`src/rtl/io_bus_arbiter_if.sv`:
```
// Channel-side and memory-side signal bundle for the IO bus arbiter.
// The master modport is the arbiter; the slave modport is the channels plus memory.
interface io_bus_arbiter_if #(
    parameter int CH_COUNT  = 2,
    parameter int WORD_SIZE = 64,
    parameter int ADDR_SIZE = 64
);
    localparam int IDX_W = (CH_COUNT > 2) ? $clog2(CH_COUNT) : 1;

    logic [CH_COUNT-1:0]           ch_req;
    logic [CH_COUNT-1:0]           ch_dir;
    logic [CH_COUNT*ADDR_SIZE-1:0] ch_addr;
    logic [CH_COUNT*WORD_SIZE-1:0] ch_wdata;
    logic [WORD_SIZE-1:0]          ch_rdata;
    logic [CH_COUNT-1:0]           ch_done;
    logic [CH_COUNT-1:0]           ch_err;
    logic                          mem_req;
    logic                          mem_we;
    logic [ADDR_SIZE-1:0]          mem_addr;
    logic [WORD_SIZE-1:0]          mem_wdata;
    logic [WORD_SIZE-1:0]          mem_rdata;
    logic                          mem_ack;
    logic                          busy;
    logic [IDX_W-1:0]              grant_idx;

    modport master (
        input  ch_req, ch_dir, ch_addr, ch_wdata, mem_rdata, mem_ack,
        output ch_rdata, ch_done, ch_err, mem_req, mem_we, mem_addr, mem_wdata, busy, grant_idx
    );

    modport slave (
        output ch_req, ch_dir, ch_addr, ch_wdata, mem_rdata, mem_ack,
        input  ch_rdata, ch_done, ch_err, mem_req, mem_we, mem_addr, mem_wdata, busy, grant_idx
    );
endinterface

```
`src/rtl/io_bus_arbiter.sv`:
```
// Round-robin arbiter of CH_COUNT IO channels onto one memory port; mem_req one cycle after ch_req,
// held until mem_ack or TIMEOUT, then a one-cycle ch_done (and ch_err on timeout) before re-arbitrating.
module io_bus_arbiter #(
    parameter int CH_COUNT  = 2,
    parameter int WORD_SIZE = 64,
    parameter int ADDR_SIZE = 64,
    parameter int TIMEOUT   = 255
) (
    input  logic              clk,
    input  logic              rst,
    io_bus_arbiter_if.master  bus
);
    localparam int IDX_W = (CH_COUNT > 2) ? $clog2(CH_COUNT) : 1;
    localparam int CNT_W = (TIMEOUT > 1) ? $clog2(TIMEOUT) : 1;
    localparam logic [CNT_W-1:0] CNT_LAST = CNT_W'(TIMEOUT - 1);
    localparam logic [IDX_W-1:0] CH_LAST  = IDX_W'(CH_COUNT - 1);

    typedef enum logic [1:0] {S_IDLE, S_WAIT, S_DONE} state_t;

    state_t                r_state,     w_state_nxt;
    logic [IDX_W-1:0]      r_rr_ptr,    w_rr_ptr_nxt;
    logic [IDX_W-1:0]      r_grant,     w_grant_nxt;
    logic [CNT_W-1:0]      r_wait_cnt,  w_wait_cnt_nxt;
    logic                  r_mem_req,   w_mem_req_nxt;
    logic                  r_mem_we,    w_mem_we_nxt;
    logic [ADDR_SIZE-1:0]  r_mem_addr,  w_mem_addr_nxt;
    logic [WORD_SIZE-1:0]  r_mem_wdata, w_mem_wdata_nxt;
    logic [WORD_SIZE-1:0]  r_ch_rdata,  w_ch_rdata_nxt;
    logic [CH_COUNT-1:0]   r_ch_done,   w_ch_done_nxt;
    logic [CH_COUNT-1:0]   r_ch_err,    w_ch_err_nxt;
    logic                  r_busy,      w_busy_nxt;

    logic                  w_found;
    logic [IDX_W-1:0]      w_winner;

    // Scan channels starting at rr_ptr, wrapping past CH_COUNT-1 back to 0.
    always_comb begin
        logic [IDX_W:0] w_sum;
        w_found  = 1'b0;
        w_winner = '0;
        w_sum    = '0;
        for (int i = 0; i < CH_COUNT; i++) begin
            w_sum = {1'b0, r_rr_ptr} + (IDX_W+1)'(i);
            if (w_sum >= (IDX_W+1)'(CH_COUNT))
                w_sum = w_sum - (IDX_W+1)'(CH_COUNT);
            if (!w_found && bus.ch_req[w_sum[IDX_W-1:0]]) begin
                w_found  = 1'b1;
                w_winner = w_sum[IDX_W-1:0];
            end
        end
    end

    always_comb begin
        w_state_nxt     = r_state;
        w_rr_ptr_nxt    = r_rr_ptr;
        w_grant_nxt     = r_grant;
        w_wait_cnt_nxt  = r_wait_cnt;
        w_mem_req_nxt   = r_mem_req;
        w_mem_we_nxt    = r_mem_we;
        w_mem_addr_nxt  = r_mem_addr;
        w_mem_wdata_nxt = r_mem_wdata;
        w_ch_rdata_nxt  = r_ch_rdata;
        w_ch_done_nxt   = '0;
        w_ch_err_nxt    = '0;
        w_busy_nxt      = r_busy;
        case (r_state)
            S_IDLE: begin
                if (w_found) begin
                    w_state_nxt     = S_WAIT;
                    w_grant_nxt     = w_winner;
                    w_wait_cnt_nxt  = '0;
                    w_mem_req_nxt   = 1'b1;
                    w_mem_we_nxt    = bus.ch_dir[w_winner];
                    w_mem_addr_nxt  = bus.ch_addr[w_winner*ADDR_SIZE +: ADDR_SIZE];
                    w_mem_wdata_nxt = bus.ch_wdata[w_winner*WORD_SIZE +: WORD_SIZE];
                    w_busy_nxt      = 1'b1;
                end
            end
            S_WAIT: begin
                // An ack on the final allowed cycle wins over the timeout.
                if (bus.mem_ack) begin
                    w_state_nxt            = S_DONE;
                    w_mem_req_nxt          = 1'b0;
                    w_ch_done_nxt[r_grant] = 1'b1;
                    if (!r_mem_we)
                        w_ch_rdata_nxt = bus.mem_rdata;
                end else if (TIMEOUT != 0 && r_wait_cnt == CNT_LAST) begin
                    w_state_nxt            = S_DONE;
                    w_mem_req_nxt          = 1'b0;
                    w_ch_done_nxt[r_grant] = 1'b1;
                    w_ch_err_nxt[r_grant]  = 1'b1;
                end else if (TIMEOUT != 0) begin
                    w_wait_cnt_nxt = r_wait_cnt + CNT_W'(1);
                end
            end
            S_DONE: begin
                w_state_nxt  = S_IDLE;
                w_busy_nxt   = 1'b0;
                w_rr_ptr_nxt = (r_grant == CH_LAST) ? '0 : r_grant + IDX_W'(1);
            end
            default: begin
                w_state_nxt = S_IDLE;
                w_busy_nxt  = 1'b0;
            end
        endcase
    end

    always_ff @(posedge clk or posedge rst) begin
        if (rst) begin
            r_state     <= S_IDLE;
            r_rr_ptr    <= '0;
            r_grant     <= '0;
            r_wait_cnt  <= '0;
            r_mem_req   <= 1'b0;
            r_mem_we    <= 1'b0;
            r_mem_addr  <= '0;
            r_mem_wdata <= '0;
            r_ch_rdata  <= '0;
            r_ch_done   <= '0;
            r_ch_err    <= '0;
            r_busy      <= 1'b0;
        end else begin
            r_state     <= w_state_nxt;
            r_rr_ptr    <= w_rr_ptr_nxt;
            r_grant     <= w_grant_nxt;
            r_wait_cnt  <= w_wait_cnt_nxt;
            r_mem_req   <= w_mem_req_nxt;
            r_mem_we    <= w_mem_we_nxt;
            r_mem_addr  <= w_mem_addr_nxt;
            r_mem_wdata <= w_mem_wdata_nxt;
            r_ch_rdata  <= w_ch_rdata_nxt;
            r_ch_done   <= w_ch_done_nxt;
            r_ch_err    <= w_ch_err_nxt;
            r_busy      <= w_busy_nxt;
        end
    end

    assign bus.mem_req   = r_mem_req;
    assign bus.mem_we    = r_mem_we;
    assign bus.mem_addr  = r_mem_addr;
    assign bus.mem_wdata = r_mem_wdata;
    assign bus.ch_rdata  = r_ch_rdata;
    assign bus.ch_done   = r_ch_done;
    assign bus.ch_err    = r_ch_err;
    assign bus.busy      = r_busy;
    assign bus.grant_idx = r_grant;
endmodule

```
`src/flat_wrapper.sv`:
```
// flat-port wrapper written by rule: the top's interface ports become plain ports
module io_bus_arbiter_flat 
#(
    parameter int CH_COUNT  = 2,
    parameter int WORD_SIZE = 64,
    parameter int ADDR_SIZE = 64,
    parameter int TIMEOUT   = 255
)
  (clk, rst, bus_ch_req, bus_ch_dir, bus_ch_addr, bus_ch_wdata, bus_mem_rdata, bus_mem_ack, bus_ch_rdata, bus_ch_done, bus_ch_err, bus_mem_req, bus_mem_we, bus_mem_addr, bus_mem_wdata, bus_busy, bus_grant_idx);
  io_bus_arbiter_if #(.CH_COUNT(CH_COUNT), .WORD_SIZE(WORD_SIZE), .ADDR_SIZE(ADDR_SIZE)) bus_i ();
  input  logic clk;
  input  logic rst;
  input wire logic [$bits(bus_i.ch_req)-1:0] bus_ch_req;
  input wire logic [$bits(bus_i.ch_dir)-1:0] bus_ch_dir;
  input wire logic [$bits(bus_i.ch_addr)-1:0] bus_ch_addr;
  input wire logic [$bits(bus_i.ch_wdata)-1:0] bus_ch_wdata;
  input wire logic [$bits(bus_i.mem_rdata)-1:0] bus_mem_rdata;
  input wire logic [$bits(bus_i.mem_ack)-1:0] bus_mem_ack;
  output wire logic [$bits(bus_i.ch_rdata)-1:0] bus_ch_rdata;
  output wire logic [$bits(bus_i.ch_done)-1:0] bus_ch_done;
  output wire logic [$bits(bus_i.ch_err)-1:0] bus_ch_err;
  output wire logic [$bits(bus_i.mem_req)-1:0] bus_mem_req;
  output wire logic [$bits(bus_i.mem_we)-1:0] bus_mem_we;
  output wire logic [$bits(bus_i.mem_addr)-1:0] bus_mem_addr;
  output wire logic [$bits(bus_i.mem_wdata)-1:0] bus_mem_wdata;
  output wire logic [$bits(bus_i.busy)-1:0] bus_busy;
  output wire logic [$bits(bus_i.grant_idx)-1:0] bus_grant_idx;
  assign bus_i.ch_req = bus_ch_req;
  assign bus_i.ch_dir = bus_ch_dir;
  assign bus_i.ch_addr = bus_ch_addr;
  assign bus_i.ch_wdata = bus_ch_wdata;
  assign bus_i.mem_rdata = bus_mem_rdata;
  assign bus_i.mem_ack = bus_mem_ack;
  assign bus_ch_rdata = bus_i.ch_rdata;
  assign bus_ch_done = bus_i.ch_done;
  assign bus_ch_err = bus_i.ch_err;
  assign bus_mem_req = bus_i.mem_req;
  assign bus_mem_we = bus_i.mem_we;
  assign bus_mem_addr = bus_i.mem_addr;
  assign bus_mem_wdata = bus_i.mem_wdata;
  assign bus_busy = bus_i.busy;
  assign bus_grant_idx = bus_i.grant_idx;
  io_bus_arbiter #(.CH_COUNT(CH_COUNT), .WORD_SIZE(WORD_SIZE), .ADDR_SIZE(ADDR_SIZE), .TIMEOUT(TIMEOUT)) u_core (.clk(clk), .rst(rst), .bus(bus_i));
endmodule
```
`config.mk`:
```
export PLATFORM = sky130hd
export DESIGN_NAME = io_bus_arbiter_flat
export DESIGN_NICKNAME = d
export VERILOG_FILES = /design/src/rtl/io_bus_arbiter_if.sv /design/src/rtl/io_bus_arbiter.sv /design/src/flat_wrapper.sv
export SDC_FILE = /design/constraint.sdc
export NUM_CORES = 1
export LEC_CHECK = 0
export ABC_AREA = 1
export CORE_AREA = 2 2 207 209
export CTS_BUF_LIST = sky130_fd_sc_hd__clkbuf_16
export DETAILED_ROUTE_END_ITERATION = 10
export DIE_AREA = 0 0 209 211
export PLACE_DENSITY = 0.64
export SLEW_MARGIN = 20
export SYNTH_ARGS = -nofsm -noshare
export SYNTH_HDL_FRONTEND = slang
export SYNTH_SLANG_ARGS = --single-unit
```
`constraint.sdc`:
```
create_clock -name clk -period 10.6 [get_ports clk]
set_input_delay 2.12 -clock clk [delete_from_list [all_inputs] [get_ports clk]]
set_output_delay 2.12 -clock clk [all_outputs]
set_load 0.02 [all_outputs]
```
=== Word level (Yosys, flattened, before mapping) ===
Index checks and enable logic that the tools add are counted.

* Register bits after elaboration: 211
* Bits of input ports: 327
* Output and inout bits: 200
* Word-level logic and storage cells: 79

* Add/sub/neg operators: 5
* $lt $le $gt $ge: 7
* Eq/ne operators: 7
* Shift-type cells: 2
* Muxes and demuxes: 33
* Bitwise logic cells: 2
* Reductions and logical operators: 11

{| class="wikitable"
|+ Operators by type and width
! kind !! count
|-
| 128-bit by 8-bit variable part select with 64-bit output || 2
|-
| 8-bit 2-to-1 mux || 3
|-
| 1-bit 2-to-1 mux || 17
|-
| 2-bit 2-to-1 mux || 8
|-
| 8-bit case mux with 2 select lines || 1
|-
| 8-bit by 1-bit adder with 8-bit output (second input constant) || 1
|-
| 8-bit equality test (second input constant) || 1
|-
| 1-bit by 2-bit < comparator with 1-bit output (second input constant) || 4
|-
| 2-bit AND reduction || 3
|-
| 3-bit AND reduction || 2
|-
| 2-bit inequality test (second input constant) || 2
|-
| 1-bit case mux with 2 select lines || 2
|-
| 2-bit case mux with 2 select lines || 1
|-
| 4-bit AND reduction || 1
|-
| 3-bit by 2-bit inequality test with 1-bit output (second input constant) || 1
|-
| 1-bit by 1-bit adder with 2-bit output (second input constant) || 1
|-
| 2-bit by 1-bit equality test with 1-bit output (second input constant) || 1
|-
| 2-bit equality test (second input constant) || 1
|-
| 1-bit by 2-bit >= comparator with 1-bit output (second input constant) || 1
|-
| 2-bit >= comparator (second input constant) || 1
|-
| 1-bit logical AND || 2
|-
| 2-bit logical NOT || 1
|-
| 2-bit by 1-bit inequality test with 1-bit output (second input constant) || 1
|-
| 1-bit NOT || 2
|-
| other kinds (6) || 7
|}

=== Longest topological paths before layout ===
* Depth in word-level cells: 10
* Depth in mapped cells: 9
* Gate-level depth less buffers: 9

=== Least setup slack after synthesis ===
Ideal clock, no wire load.

* Path type: input to register
* Start: in bus_ch_req[1]
* End: reg u_core.r_grant (netlist: u_core.bus.grant_idx)
* Library setup time: 0.133 ns
* Arrival: 2.929 ns
* Setup slack: 7.538 ns
* Stages on the path: 6
* Buffers on the path: 3
* Path through: nor2_1 > nand3b_1 > buf_2 > buf_2 > buf_2 > o21ai_0

* Word-level cells in the longest chain between the ends: 7

{| class="wikitable"
|+ Ends and longest elaborated chain
! element !! RTL line !! text
|-
| start, declared || flat_wrapper.sv:13 || <nowiki>input wire logic [$bits(bus_i.ch_req)-1:0] bus_ch_req;</nowiki>
|-
| 1-bit 2-to-1 mux (not written as such) (2 in series) || io_bus_arbiter.sv:46 || <nowiki>if (!w_found && bus.ch_req[w_sum[IDX_W-1:0]]) begin</nowiki>
|-
| 1-bit 2-to-1 mux || io_bus_arbiter.sv:46 ||
|-
| 1-bit logical NOT || io_bus_arbiter.sv:46 ||
|-
| 1-bit logical AND || io_bus_arbiter.sv:46 ||
|-
| 1-bit 2-to-1 mux || io_bus_arbiter.sv:46 ||
|-
| 2-bit AND reduction (no source line) || - ||
|-
| end signal, assigned || io_bus_arbiter.sv:125 || <nowiki>r_grant <= w_grant_nxt;</nowiki>
|-
| end, declared || io_bus_arbiter.sv:22 || <nowiki>logic [IDX_W-1:0] r_grant, w_grant_nxt;</nowiki>
|}

Parallel ways exist; a longest one is shown, timed or not. The select of a mux whose other input is x is not followed.
A chain may end at the register's enable or synchronous reset.

=== Worst setup path in the final report ===
* Start: in bus_ch_req[1]
* End: reg u_core.r_wait_cnt[5]

* Word-level cells in the longest chain between the ends: 8

{| class="wikitable"
|+ Ends and longest elaborated chain
! element !! RTL line !! text
|-
| 1-bit 2-to-1 mux (not written as such) (2 in series) || io_bus_arbiter.sv:46 ||
|-
| 1-bit 2-to-1 mux || io_bus_arbiter.sv:46 ||
|-
| 1-bit logical NOT || io_bus_arbiter.sv:46 ||
|-
| 1-bit logical AND || io_bus_arbiter.sv:46 ||
|-
| 1-bit 2-to-1 mux * || io_bus_arbiter.sv:46 ||
|-
| 2-bit by 1-bit inequality test with 1-bit output (no source line) * || - ||
|-
| 4-bit AND reduction (no source line) * || - ||
|-
| end signal, assigned || io_bus_arbiter.sv:126 || <nowiki>r_wait_cnt <= w_wait_cnt_nxt;</nowiki>
|-
| end, declared || io_bus_arbiter.sv:23 || <nowiki>logic [CNT_W-1:0] r_wait_cnt, w_wait_cnt_nxt;</nowiki>
|}

Every way passes the cells marked *; elsewhere a longest branch is shown, timed or not. The select of a mux whose other input is x is not followed.

==> flow_metrics.py <==
metrics = {
    "clock_network": {
        "clk_pin_slew_ns": 0.05,
        "cts.sinks": 211,
        "ctsResizeCount": 0,
        "ctsHtreeMaxLevel": 1,
        "cts_tree": "done",
        "numCtsBuffers": 25,
        "cts_buffer_depth": 3,
        "post_cts_buffers": 0,
        "cts.hold.buffers_added": 0,
        "cts-root-buf": "clkbuf_16",
        "clock_latency_ns": 0.52,
    },
    "detailed_routing": {
        "vias_per_cell": 4.10,
        "drt_iter0_drc": 470,
        "wl_um": 31800,
        "drt-wirelength-per-cell_um": 14.1,
        "dr.pass1.iters": 4,
        "vias": 9257,
        "drc": 0,
        "ant_nets": 0,
    },
    "worst_setup_path": {
        "cp.arrival_ns": 4.58,
        "cp-end-kind": "flop",
        "r2r-start": "u_core.r_state[1]$_DFFE_PP0P_",
        "reg2reg_slack_ns": 7.93,
        "crit_start": "bus_ch_req[1]",
        "rr_endpoint": "u_core.bus.ch_rdata[10]$_DFFE_PP0P_",
        "endpoint": "u_core.r_wait_cnt[5]$_DFFE_PP0P_",
        "critPathLaunchType": "input pin",
        "worstPathMaxFanout": 87,
        "critical_path_class": "in -> reg",
        "crit_required_ns": 11.01,
        "reg2reg_depth": 8,
    },
    "floorplan": {
        "die_w_um": 209,
        "die_area_sq_um": 44100,
        "core.rowCount": 75,
        "fp.dieH_um": 211,
        "io_pins": 527,
        "core_area_sq_um": 41800,
        "start_util_pct": 23.7,
    },
    "synth": {
        "ys_seq_area_share_pct": 53.4,
        "yosys-top-cells-count": "nand2_1, o21ai_0, dfrtp_1",
        "synthFlopType": "dfrtp_1",
        "syn_avg_cell_area_sq_um": 8.18,
        "synth_edf_count": 0,
        "yosysUniqueCellTypes": 24,
        "synth.cell_area_sq_um": 9890,
        "yosysTopAreaCellShare_pct": 53.4,
        "async_flop_share_pct": 100,
        "yosysMostFrequentCell": "nand2_1",
        "ys_ff_latch": 211,
        "yosysTopAreaCell": "dfrtp_1",
        "ys_warn_count": 0,
        "synth_area_leaders": "dfrtp_1, nand2_1, o21ai_0",
        "synthCells": 1210,
        "synth_fp_nets": 1539,
    },
    "global_routing": {
        "antenna_found_initial": 0,
        "overflow": 0,
        "grt_pass1_wl_um": 49700,
        "grt_max_degree": 119,
        "grt_usage_pct": 14.0,
        "grt_pass1_vias": 9236,
    },
    "outcome": {
        "status": "finished, final reports clean",
    },
    "power": {
        "ir_worst_vdd_uv": 104,
        "p_seq_share_pct": 32.3,
        "p_leak_nw": 7.63,
        "clkPwrFrac_pct": 18.6,
        "intPower_mw": 2.62,
        "power_mw": 4.33,
        "switchingPower_mw": 1.72,
        "power_frac_comb_pct": 49.1,
        "swShare_pct": 39.6,
        "p_per_area_nw_per_um2": 266,
    },
    "flow_run": {
        "maxCapViolations": 0,
    },
    "hold_path": {
        "holdCritStartpoint": "u_core.bus.ch_rdata[55]$_DFFE_PP0P_",
        "hp-class": "reg -> reg",
        "min_path_cells": 2,
    },
    "timing": {
        "fin_crit_sh_pct": 39.4,
        "rsz0062_at_grt": "false",
        "setup_tns_ns": 0,
        "slew_violations": 0,
        "slew_headroom_pct": 31.5,
        "skew_ns": 0.00633,
        "worst_pin_slew_ns": 1.03,
        "finalCriticalPeriod_ns": 4.17,
        "hold_viol": 0,
        "max_freq_ghz": 0.240,
        "holdWs_ns": 0.479,
        "finalSetupViolCount": 0,
    },
    "placement": {
        "place_congestion": 0.820,
        "io_buffers": 526,
        "dp_hpwl_um": 24400,
    },
    "layout": {
        "layout-drive-gt1-share_pct": 6.40,
        "nets": 2030,
        "seq_area_sq_um": 5280,
        "syn2layout_area_growth_pct": 64.5,
        "fillers": 4256,
        "multiInputGateArea_sq_um": 3430,
        "n_antenna_cell": 0,
    },
}
state kept, by name (all words and copies together) (netlist names), 2 cells and up:
register	count
u_core.bus.ch_err	2
u_core.bus.ch_rdata	64
u_core.bus.mem_addr	64
u_core.r_state	2
u_core.r_wait_cnt	8
u_core.bus.mem_wdata	64
u_core.bus.ch_done	2
kinds of logic (layout without fill, tap and decap cells):
| kind of cell | Yosys count | in the layout | synth area share, % |
|---|---|---|---|
| buf+inv | 279 | 789 | 12.0 |
| simple gates | 383 | 383 | 14.9 |
| compound gates | 334 | 334 | 19.4 |
| xor+xnor | 1 | 1 | 0.0885 |
| flops | 211 | 211 | 53.4 |
| fa+ha+maj | 2 | 2 | 0.253 |
cells in the final DEF (no fill, tap or decap), types with 2 or more instances in the layout:
cell type	count
clkdlybuf4s50_1	526
o21ai_2	64
nor2_1	11
nand3_1	6
clkinv_2	3
a21oi_1	5
clkbuf_16	25
o21ai_0	246
nor3_1	2
bufinv_16	2
o21ai_1	17
ha_1	2
buf_4	9
clkinv_1	11
nand2_1	357
nand3b_1	2
nor4_1	2
inv_1	210
dfrtp_1	211
routing by layer:
layer	wire length [um]	share of wire [%]	GRT usage [%]
met5	0	0	0
met4	791	2.5	4.38
met3	2480	7.8	3.79
met2	15200	48	24.2
met1	13400	42	16.9
area by class of cell:
class                           count  share of cell area, %
Timing Repair Buffer              535                   32.8
Sequential cell                   211                   32.4
Multi-Input combinational cell    720                   21.1
Inverter                          208                   4.85
Tap cell                          539                   4.14
Clock buffer                       25                   3.84
Clock inverter                     21                  0.853
worst min-delay path by stage:
stage                                          end  slack, ns
2_1_floorplan     u_core.r_wait_cnt[4]$_DFFE_PP0P_       0.47
3_3_place_gp   u_core.bus.ch_rdata[51]$_DFFE_PP0P_       0.46
3_5_place_dp   u_core.bus.ch_rdata[55]$_DFFE_PP0P_       0.47
4_1_cts        u_core.bus.ch_rdata[17]$_DFFE_PP0P_       0.48
5_1_grt        u_core.bus.ch_rdata[59]$_DFFE_PP0P_       0.50
6_report       u_core.bus.ch_rdata[55]$_DFFE_PP0P_       0.48
critical path, cell delays in order:
cell and delay [ns]:
clkdlybuf4s50_1 0.48, nor2_1 0.19, nand3b_1 0.13, buf_4 0.49, buf_4 0.69, nand2_1 0.27
nand3_1 0.15, nand2_1 0.05
metrics by stage:
step,std cells,area (sq um),utilization [%],worst slack [ns]
3_5_place_dp,2213,15500,37.1,5.86
2_1_floorplan,1210,9890,-,2.71
5_1_grt,2259,16300,39.0,6.16
6_report,2259,16300,39.0,6.43
4_1_cts,2259,16300,39.0,6.43
3_3_place_gp,2213,15500,37.1,5.93
power groups by stage:
| stage | clock, mW | combinational [mW] | sequential, mW |
|---|---|---|---|
| final | 0.806 | 2.13 | 1.40 |
| after global placement | 0 | 2.13 | 1.40 |
| after detailed placement | 0 | 2.15 | 1.41 |
| after global routing | 0.867 | 2.31 | 1.45 |
| after floorplan | 0 | 0.666 | 1.84 |
| after CTS | 0.841 | 2.16 | 1.40 |
No activity file was read; power rests on OpenSTA's default activity.
